File: src/rtl/icache_direct.sv
// ---------------------------------------------------------------------------
// icache_direct
//   Direct-mapped, read-only instruction cache with one-word blocks.  It sits
//   between the datapath instruction port and the memory controller.  A hit
//   is answered combinationally in the same cycle.  A miss enters FETCH and
//   holds the datapath until memory lowers iwait.  The frame is written at
//   that edge, so the following cycle hits.
//
// Ports
//   CLK        in   system clock, rising edge
//   nRST       in   asynchronous active-low reset
//   imemREN    in   datapath instruction read request
//   imemaddr   in   [31:0] instruction byte address (bits [1:0] ignored)
//   ihit       out  requested word is valid on imemload this cycle
//   imemload   out  [31:0] instruction word (0 when not hitting)
//   flush      in   synchronous invalidate of every frame, forces IDLE
//   iREN       out  memory read request
//   iaddr      out  [31:0] memory word address, bits [1:0] = 0
//   iwait      in   memory busy; low means iload is valid this cycle
//   iload      in   [31:0] memory read data
// ---------------------------------------------------------------------------
module icache_direct #(
   parameter int NSETS = 16
) (
   input  logic        CLK,
   input  logic        nRST,
   input  logic        imemREN,
   input  logic [31:0] imemaddr,
   output logic        ihit,
   output logic [31:0] imemload,
   input  logic        flush,
   output logic        iREN,
   output logic [31:0] iaddr,
   input  logic        iwait,
   input  logic [31:0] iload
);

   localparam int IDXW = $clog2(NSETS);
   localparam int TAGW = 30 - IDXW;

   typedef enum logic {
      IDLE  = 1'b0,
      FETCH = 1'b1
   } state_t;

   state_t             r_state;
   state_t             w_state_next;

   logic [NSETS-1:0]   r_valid;
   logic [TAGW-1:0]    r_tag  [NSETS];
   logic [31:0]        r_data [NSETS];

   logic [IDXW-1:0]    w_index;
   logic [TAGW-1:0]    w_tag;
   logic               w_hit;
   logic               w_fill;
   logic [NSETS-1:0]   w_frame_sel;
   logic               w_unused;

   assign w_index  = imemaddr[IDXW+1:2];
   assign w_tag    = imemaddr[31:IDXW+2];
   // Byte offset within the word never matters for a word-wide cache.
   assign w_unused = ^imemaddr[1:0];

   assign w_hit    = imemREN & r_valid[w_index] & (r_tag[w_index] == w_tag);
   assign imemload = w_hit ? r_data[w_index] : 32'd0;

   // A fill completes only while the request is still live.  A flush in the
   // same cycle wins, so the frame is never written or marked valid.
   assign w_fill   = (r_state == FETCH) & imemREN & ~iwait & ~flush;

   // One-hot decode of the addressed frame.
   genvar gi;
   generate
      for (gi = 0; gi < NSETS; gi++) begin : g_frame_sel
         assign w_frame_sel[gi] = (w_index == IDXW'(gi));
      end
   endgenerate

   // ---------------------------------------------------------------------
   // State register
   // ---------------------------------------------------------------------
   always_ff @(posedge CLK or negedge nRST) begin
      if (!nRST) begin
         r_state <= IDLE;
      end else begin
         r_state <= w_state_next;
      end
   end

   // ---------------------------------------------------------------------
   // Next state and outputs
   // ---------------------------------------------------------------------
   always_comb begin
      w_state_next = r_state;
      ihit         = 1'b0;
      iREN         = 1'b0;
      iaddr        = 32'd0;
      case (r_state)
         IDLE: begin
            ihit = w_hit & ~flush;
            if (imemREN & ~w_hit & ~flush) begin
               w_state_next = FETCH;
            end
         end
         FETCH: begin
            // The address follows imemaddr combinationally, so a redirect
            // mid-fetch fills the address present in the completion cycle.
            iREN  = imemREN & ~flush;
            iaddr = {imemaddr[31:2], 2'b00};
            if (flush | ~imemREN | ~iwait) begin
               w_state_next = IDLE;
            end
         end
         default: w_state_next = IDLE;
      endcase
   end

   // ---------------------------------------------------------------------
   // Valid bits: cleared by reset or flush, set by a completing fill
   // ---------------------------------------------------------------------
   always_ff @(posedge CLK or negedge nRST) begin
      if (!nRST) begin
         r_valid <= '0;
      end else if (flush) begin
         r_valid <= '0;
      end else if (w_fill) begin
         r_valid <= r_valid | w_frame_sel;
      end
   end

   // Tag and data need no reset: they are only trusted behind a valid bit.
   always_ff @(posedge CLK) begin
      if (w_fill) begin
         r_tag[w_index]  <= w_tag;
         r_data[w_index] <= iload;
      end
   end

endmodule

File: config.mk
export PLATFORM = sky130hd
export DESIGN_NAME = icache_direct
export DESIGN_NICKNAME = d
export VERILOG_FILES = /design/src/rtl/icache_direct.sv
export SDC_FILE = /design/constraint.sdc
export NUM_CORES = 1
export LEC_CHECK = 0
export ABC_AREA = 1
export CORE_UTILIZATION = 63
export CTS_BUF_LIST = sky130_fd_sc_hd__clkbuf_2 sky130_fd_sc_hd__clkbuf_4 sky130_fd_sc_hd__clkbuf_8
export DETAILED_ROUTE_END_ITERATION = 10
export PLACE_DENSITY = 0.84
export SYNTH_ARGS = -nofsm -noshare
export SYNTH_HDL_FRONTEND = slang
export SYNTH_SLANG_ARGS = --single-unit
export TNS_END_PERCENT = 100
File: constraint.sdc
create_clock -name CLK -period 4.84 [get_ports CLK]
set_input_delay 1.452 -clock CLK [delete_from_list [all_inputs] [get_ports CLK]]
set_output_delay 1.452 -clock CLK [all_outputs]
set_load 0.02 [all_outputs]
==> results of run 1 <==
[worst paths after layout]
path / startpoint / end / slack, ns
max in group asynchronous: nRST / r_valid[7] / 3.20
min reg2reg: r_valid[12] / r_valid[12] / 0.55
max reg2reg: r_state / r_data[15][13] / 2.12
min: r_valid[12] / r_valid[12] / 0.55
min in group asynchronous: nRST / r_valid[3] / 1.10
max: imemaddr[2] / imemload[10] / -0.56
[power by group through the flow]
stage / combinational, mW / clock, mW / sequential (mW)
final: 1.19 / 6.49 / 9.00
after global routing: 1.25 / 6.85 / 8.99
after CTS: 1.11 / 6.46 / 9.00
after detailed placement: 1.02 / 0 / 9.17
after global placement: 0.980 / 0 / 9.17
after floorplan: 0.493 / 0 / 9.17
[synth_stat cells]
| cell | number | area share [%] |
|---|---|---|
| nand2_1 | 1074 | 11 |
| edfxtp_1 | 928 | 74 |
| nor3_1 | 283 | 3.8 |
| o22ai_1 | 140 | 2.3 |
| clkbuf_1 | 112 | 1.1 |
| nor2_1 | 98 | 0.98 |
| o31ai_1 | 93 | 1.9 |
| inv_1 | 60 | 0.60 |
| buf_2 | 41 | 0.55 |
| o2111ai_1 | 31 | 0.72 |
| nand3_1 | 27 | 0.36 |
| buf_1 | 26 | 0.26 |
| o21ai_0 | 18 | 0.24 |
| dfrtp_1 | 17 | 1.1 |
| o21bai_1 | 13 | 0.26 |
| a21oi_1 | 12 | 0.16 |
| a22oi_1 | 10 | 0.20 |
| inv_2 | 6 | 0.060 |
| o21ai_1 | 5 | 0.067 |
| nand4_1 | 4 | 0.067 |
| nor2_2 | 3 | 0.050 |
| buf_4 | 2 | 0.040 |
| clkinv_1 | 2 | 0.020 |
| nor4_1 | 2 | 0.033 |
| conb_1 | 1 | 0.010 |
| nand2_2 | 1 | 0.017 |
[state kept, by name, indices dropped and copies added (netlist names)]
register and flops:
r_state 1, r_data 512, r_tag 416, r_valid 16
[routing by layer]
layer	vias to the layer above	track usage, %	routed length, um
li1	11478	-	-
met1	13062	43.71	35420
met2	2589	56.00	52090
met3	610	8.010	14330
met4	6	21.94	7190
met5	-	0	38
[cell families (layout without fill, tap and decap cells)]
family	after synthesis	count (layout)	synth area share (%)
AND/OR/NAND/NOR	1492	1492	16.04
buffers and inverters	249	684	2.649
other	1	2	0.01000
AO/OA/AOI/OAI	322	322	5.850
flip-flops	945	945	75.45
[layout make-up]
| cell class | count | area share (%) |
|---|---|---|
| inverter | 68 | 0.6622 |
| tap | 773 | 2.142 |
| timing repair buffer | 367 | 9.271 |
| sequential | 945 | 62.65 |
| timing repair inverter | 2 | 0.04433 |
| multi-input combinational | 1816 | 19.15 |
| clock buffer | 189 | 5.123 |
| clock inverter | 58 | 0.9504 |
[worst reg2reg max path, delay by kind of cell (launching register included)]
family                 cells  cell delay (ns)
AND/OR/NAND/NOR            3             1.16
flip-flops                 1             0.45
buffers and inverters      3             0.70
[cells in the final DEF (no fill, tap or decap), types with 4 or more instances in the layout]
cell type	n
nand2_1	1033
edfxtp_1	928
nor3_1	282
buf_4	158
clkbuf_8	143
o22ai_1	140
o31ai_1	93
clkdlybuf4s50_1	93
inv_1	58
buf_12	57
nor2_1	50
clkbuf_4	46
nand2_2	40
buf_6	36
clkinv_1	34
nor2_4	33
o2111ai_1	31
nand3_1	25
nor2_2	18
dfrtp_1	17
o21ai_0	15
a21oi_1	12
o21bai_1	12
a22oi_1	10
buf_16	9
inv_8	8
o21ai_1	7
clkinv_2	7
inv_6	6
inv_4	5
clkbuf_16	5
buf_8	5
nand4_1	4
bufinv_16	4
[repair_timing]
action,in CTS,in global routing
setup buffers,22,12
endpoints found under the setup margin,34,33
cloned,9,5
gates resized for setup,264,78
pin swaps,14,10
==> metrics.md, run 1 <==
| Metric | Value |
|---|---|
| Reg power frac | 53.9% |
| Total power | 16.68 mW |
| CP max-delay cell | nor2_4 |
| Vias in the first global route | 27,200 |
| # clock sinks | 945 |
| Int Power | 12.77 mW |
| Area Growth Syn to Fin | 20.43% |
| FP Rows | 89 |
| RSZ-0062 raised after global routing | yes |
| Final Hold Vio Count | 0 |
| Final Max Slew Viols | 0 |
| Netlist Area Pre-Place | 37,500 um2 |
| Clk buf depth | 3 |
| Fin area | 45,160 um2 |
| Remaining Overflow, GRT | 0 |
| Drt wl/cell | 25.86 um |
| Post-DP HPWL | 54,580 um |
| Crit Path Max Fanout | 24 |
| Most common cell on crit path | nand2_2 |
| Pwr/cell area | 369.4 nW/um2 |
| Clock transition at path regs | 0.06 ns |
| Die area | 60,500 um2 |
| Die extent in y | 246.0 um |
| Crit start category | input pin |
| Via count | 27,745 |
| Final RePlAce weighted congestion | 0.8511 |
| Seq cells post-synth | 945 |
| Setup WS post-layout | -0.5556 ns |
| Max Cap Violations | 0 |
| Layout cell share with drive strength beyond 1 | 17.36% |
| Number of buffers created by CTS | 142 |
| Final setup violation count | 33 |
| Skew-Pair Late Insertion Delay | 0.84 ns |
| Post-Place Cells | 3,929 |
| Final min period | 5.396 ns |
| DR DRC count | 0 |
| Fmax | 185.3 MHz |
| Distinct cells, synth | 26 |
| DR iter-0 viols | 4,543 |
| Critical path arrival | 3.94 ns |
| Place WS | -1.397 ns |
| R2R depth | 6 |
| Mean number of vias per cell | 6.578 |
| Hold path cells | 2 |
| Sequential fraction of the synthesis area | 75.45% |
| Fill cell count | 3,145 |
| CP Capture Type | output port |
| Hold Crit Class | register to register |
| Ys Warns | 0 |
| Post-DP Area | 41,290 um2 |
| CTS Root Cell | clkbuf_8 |
| Final net count | 3,411 |
| Final Routed Wirelength | 109,100 um |
| Critical Path, Cell by Cell | buf_16 > clkinv_16 > buf_16 > buf_6 > nand2_1 > nand2_1 > nand2_2 > nand2_2 > nand2_2 > nand2_2 > nor2_4 > nor2_4 > nor2_2 > nand2_2 > nor2_4 > nand3_2 > nor2_4 > inv_4 > buf_12 > nor2_1 > buf_4 |
| Switch share | 23.46% |
| Post-Syn Instances | 3,009 |
| First-pass GRT wire length | 156,200 um |
| Fin cells | 4,218 |
| Post-CTS Hold Fix Bufs | 0 |
| Worst hold margin | 0.5550 ns |
| Clock Power Share | 38.9% |
| CP Data Required Time | 3.39 ns |
| Fin util | 76.66% |
| Static Leak | 16.79 nW |
| Core box area | 58,910 um2 |
| GRT Total Usage | 35.09% |
| Antenna Cells | 0 |
| Detailed Routing Iterations Pass 1 | 7 |
| Final cycle utilization of the critical path | 111.5% |
| Slowest stage delay, CP | 0.23 ns |
| Failing checks | setup timing |
| I/O pins | 135 |
| Crit-path leading delay family | simple AND/OR/NAND/NOR gates |
| Kind of critical path | input pin to output port |
| Clk_skew | 0.03294 ns |
| Pin count of the biggest net entering global routing | 125 |
| Multi-input logic area | 8648 um2 |
| ANT nets after route | 0 |
| CP Depth | 21 |
| Sequential Area | 28,290 um2 |
| Switching Power | 3.913 mW |
| Htree depth | 4 |
| Worst IR Drop VDD | 0.3594 mV |
| CTS tree | built |
| Post-Route Setup TNS | -16.83 ns |
| Combinational Power Share | 7.2% |
| Initial Utilization | 63.65% |
| WP buf/inv | 7 |
| Syn Area/Cell | 12.46 um2 |
| Die Wd | 246.0 um |
| Outcome | finished with violations |
| Worst slew margin | 43.75% |
| Slew @ Worst Pin | 0.8411 ns |
| Antenna violations before repair | 3 |
| IO buf count | 130 |
Note: power is estimated with default switching activity, not from simulation.
==> run 2, diff against run 1 <==
--- a/config.mk
+++ b/config.mk
@@ -5,10 +5,10 @@
 export SDC_FILE = /design/constraint.sdc
 export NUM_CORES = 1
 export LEC_CHECK = 0
-export ABC_AREA = 1
 export CORE_UTILIZATION = 63
 export CTS_BUF_LIST = sky130_fd_sc_hd__clkbuf_2 sky130_fd_sc_hd__clkbuf_4 sky130_fd_sc_hd__clkbuf_8
 export DETAILED_ROUTE_END_ITERATION = 10
+export GPL_ROUTABILITY_DRIVEN = 1
 export PLACE_DENSITY = 0.84
 export SYNTH_ARGS = -nofsm -noshare
 export SYNTH_HDL_FRONTEND = slang
==> run 2 against run 1 <==
The flow still finishes with violations (setup timing). Clock power is 2% lower. Critical path depth is 8 lower. Non-clock buffer count is 47 lower. Total power is 2.1% lower. Via count is 30% lower. Flip-flop and latch count stayed put. Core utilization is 0.23 points lower.
==> metrics.md, run 2 <==
| Metric | Value |
|---|---|
| Fin util | 76.42% |
| Distinct cells, synth | 64 |
| Post-DP HPWL | 50,620 um |
| Failing checks | setup timing |
| Synth area leader | edfxtp_1 |
| Final Max Slew Viols | 0 |
| Met1 GRT Util | 41.04% |
| Mean number of vias per cell | 6.739 |
| RSZ-0062 raised after global routing | yes |
| Ys Warns | 0 |
| GRT Total Usage | 31.56% |
| Main flop type after synthesis | edfxtp_1 |
| CP max-delay cell | mux4_2 |
| Pwr/cell area | 369.5 nW/um2 |
| Core box area | 57,810 um2 |
| Final Routed Wirelength | 91,800 um |
| Worst IR Drop VDD | 0.3394 mV |
| Worst slew margin | 36.00% |
| Detailed Routing Iterations Pass 1 | 8 |
| Top-area cell type share of the netlist area | 75.47% |
| Clock transition at path regs | 0.06 ns |
| Worst R2R Start | r_state |
| Multi-input logic area | 8568 um2 |
| Post-Syn Instances | 1,645 |
| Die Wd | 244.1 um |
| Critical Path, Cell by Cell | bufbuf_16 > buf_6 > mux4_2 > o2bb2ai_4 > a211oi_2 > o221ai_1 > and4b_1 > o2111a_2 > o2111ai_4 > buf_12 > buf_16 > nor3_4 > buf_6 |
| Sequential Area | 28,290 um2 |
| Initial Utilization | 63.88% |
| Largest cells by area after synthesis | edfxtp_1 75%, mux4_2 15%, mux2i_1 1.2% |
| Reg power frac | 55.2% |
| Final RePlAce weighted congestion | 0.8970 |
| FP Rows | 88 |
| Int Power | 12.72 mW |
| Switching Power | 3.602 mW |
| Static Leak | 14.51 nW |
| Setup WS post-layout | -0.9246 ns |
| Slowest stage delay, CP | 0.57 ns |
| First-pass GRT wire length | 132,400 um |
| Antenna violations before repair | 4 |
| Biggest register | r_data |
| Drt wl/cell | 31.67 um |
| Count leader, synth | edfxtp_1 |
| Remaining Overflow, GRT | 0 |
| Number of buffers created by CTS | 145 |
| Sequential fraction of the synthesis area | 76.62% |
| Combinational Power Share | 6.0% |
| Crit. Startpoint | imemaddr[2] |
| Fin area | 44,180 um2 |
| Most frequent cells in the layout | 928 x edfxtp_1, 254 x mux4_2, 148 x clkbuf_8 |
| Post-synth top cells | 928 x edfxtp_1, 250 x mux4_2, 45 x mux2i_1 |
| Syn Area/Cell | 22.45 um2 |
| Final min period | 5.765 ns |
| Skew-Pair Late Insertion Delay | 0.80 ns |
| Switch share | 22.06% |
| Hold Crit Class | register to register |
| Fill cell count | 2,744 |
| Most common cell on crit path | buf_6 |
| Met2 Use GR | 51.55% |
| Number of synthesized flops with an enable pin | 928 |
| CP Capture Type | output port |
| Layout cell share with drive strength beyond 1 | 37.08% |
| Crit start category | input pin |
| I/O pins | 135 |
| Final Hold Vio Count | 0 |
| Area Growth Syn to Fin | 19.64% |
| Post-Route Setup TNS | -28.52 ns |
| Die area | 59,580 um2 |
| Post-DP Area | 40,800 um2 |
| Final cycle utilization of the critical path | 119.1% |
| Clk buf depth | 3 |
| Post-synth ARST share | 1.799% |
| Netlist Area Pre-Place | 36,930 um2 |
| DR DRC count | 0 |
| IO buf count | 130 |
| Place WS | -1.564 ns |
| Fin cells | 2,899 |
| Clk_skew | 0.02256 ns |
| Max Cap Violations | 0 |
| DR iter-0 viols | 2,747 |
| Outcome | finished with violations |
| CTS Root Cell | clkbuf_8 |
| Crit-path leading delay family | compound AO/OA/AOI/OAI gates |
| Kind of critical path | input pin to output port |
| Pin count of the biggest net entering global routing | 48 |
| Commonest non-fill, non-tap cell in the layout | edfxtp_1 |
| Final net count | 2,096 |
| Seq cells post-synth | 945 |
| Post-Place Cells | 2,627 |
| Gr busiest metal | met2 |
| CP Data Required Time | 3.39 ns |
| Final setup violation count | 33 |
| Via count | 19,535 |
| Hold Path Origin | r_valid[11] |
| Slew @ Worst Pin | 0.9600 ns |
| Crit Path Max Fanout | 9 |
| Clock Power Share | 38.8% |
| Total power | 16.33 mW |
| Htree depth | 4 |
| Met3 Use GR | 6.870% |
| Vias in the first global route | 20,235 |
| Die extent in y | 244.1 um |
| ANT nets after route | 0 |
| Biggest regs | r_data (512), r_tag (416), r_valid (16) |
| CTS tree | built |
| Worst hold margin | 0.5464 ns |
| WP buf/inv | 5 |
| Fmax | 173.5 MHz |
| Critical path arrival | 4.31 ns |
| Max reg flops | 512 |
| # clock sinks | 945 |
[run 2: final cells by class]
class | instances | share of cell area [%]
multi-input combinational | 583 | 19.40
clock buffer | 185 | 5.240
tap | 765 | 2.167
inverter | 32 | 0.2776
antenna | 1 | 0.005664
clock inverter | 68 | 0.9743
timing repair buffer | 320 | 7.896
sequential | 945 | 64.04
[run 2: repair_timing]
item / CTS / global route
pin swaps: 6 / 2
endpoints found under the hold margin: 0 / 0
cloned: 3 / 2
hold buffers: 0 / 0
buffers inserted: 13 / 0
gates resized for setup: 234 / 34
setup endpoints to repair: 35 / 34
[run 2: routing by layer]
layer,part of all wire (%),routed length [um],vias to the layer above
li1,-,-,7734
met1,34,31170,9974
met2,51,46780,1565
met3,11,10030,258
met4,4.1,3807,4
met5,0.025,23,-
[run 2: final timing paths]
path | slack [ns] | cells after the start | end
hold / removal | 0.55 | 2 | r_valid[11]
hold reg to reg | 0.55 | 2 | r_valid[11]
setup / recovery | -0.92 | 13 | ihit
max in group asynchronous | 3.20 | 1 | r_state
setup reg to reg | 1.69 | 6 | r_tag[12][4]
min in group asynchronous | 1.11 | 1 | r_valid[6]
[run 2: power groups by stage]
stage	clock network [mW]	registers [mW]	logic, mW
finish	6.34	9.00	0.980
global route	6.75	9.00	1.02
CTS	6.39	9.00	0.964
detailed placement	0	9.17	0.905
global placement	0	9.17	0.873
floorplan	0	9.17	0.509
[run 2: cells by family (layout without fill, tap and decap cells)]
logic type / Yosys count / count (layout) / share of synthesized area [%]
flip-flops: 945 / 945 / 76.62
XOR/XNOR: 16 / 16 / 0.3795
AO/OA/AOI/OAI: 106 / 106 / 2.125
other: 1 / 3 / 0.01016
buffers and inverters: 118 / 605 / 1.721
AND/OR/NAND/NOR: 158 / 158 / 2.294
multiplexers: 301 / 301 / 16.85
[run 2: worst register-to-register path, cell delays in order (launching register included)]
cell and delay (ns):
dfrtp_2 1.00, and2_1 0.44, nand2b_1 0.16, nor2_1 0.15
nand2_1 0.36, nor2_4 0.27, buf_12 0.30
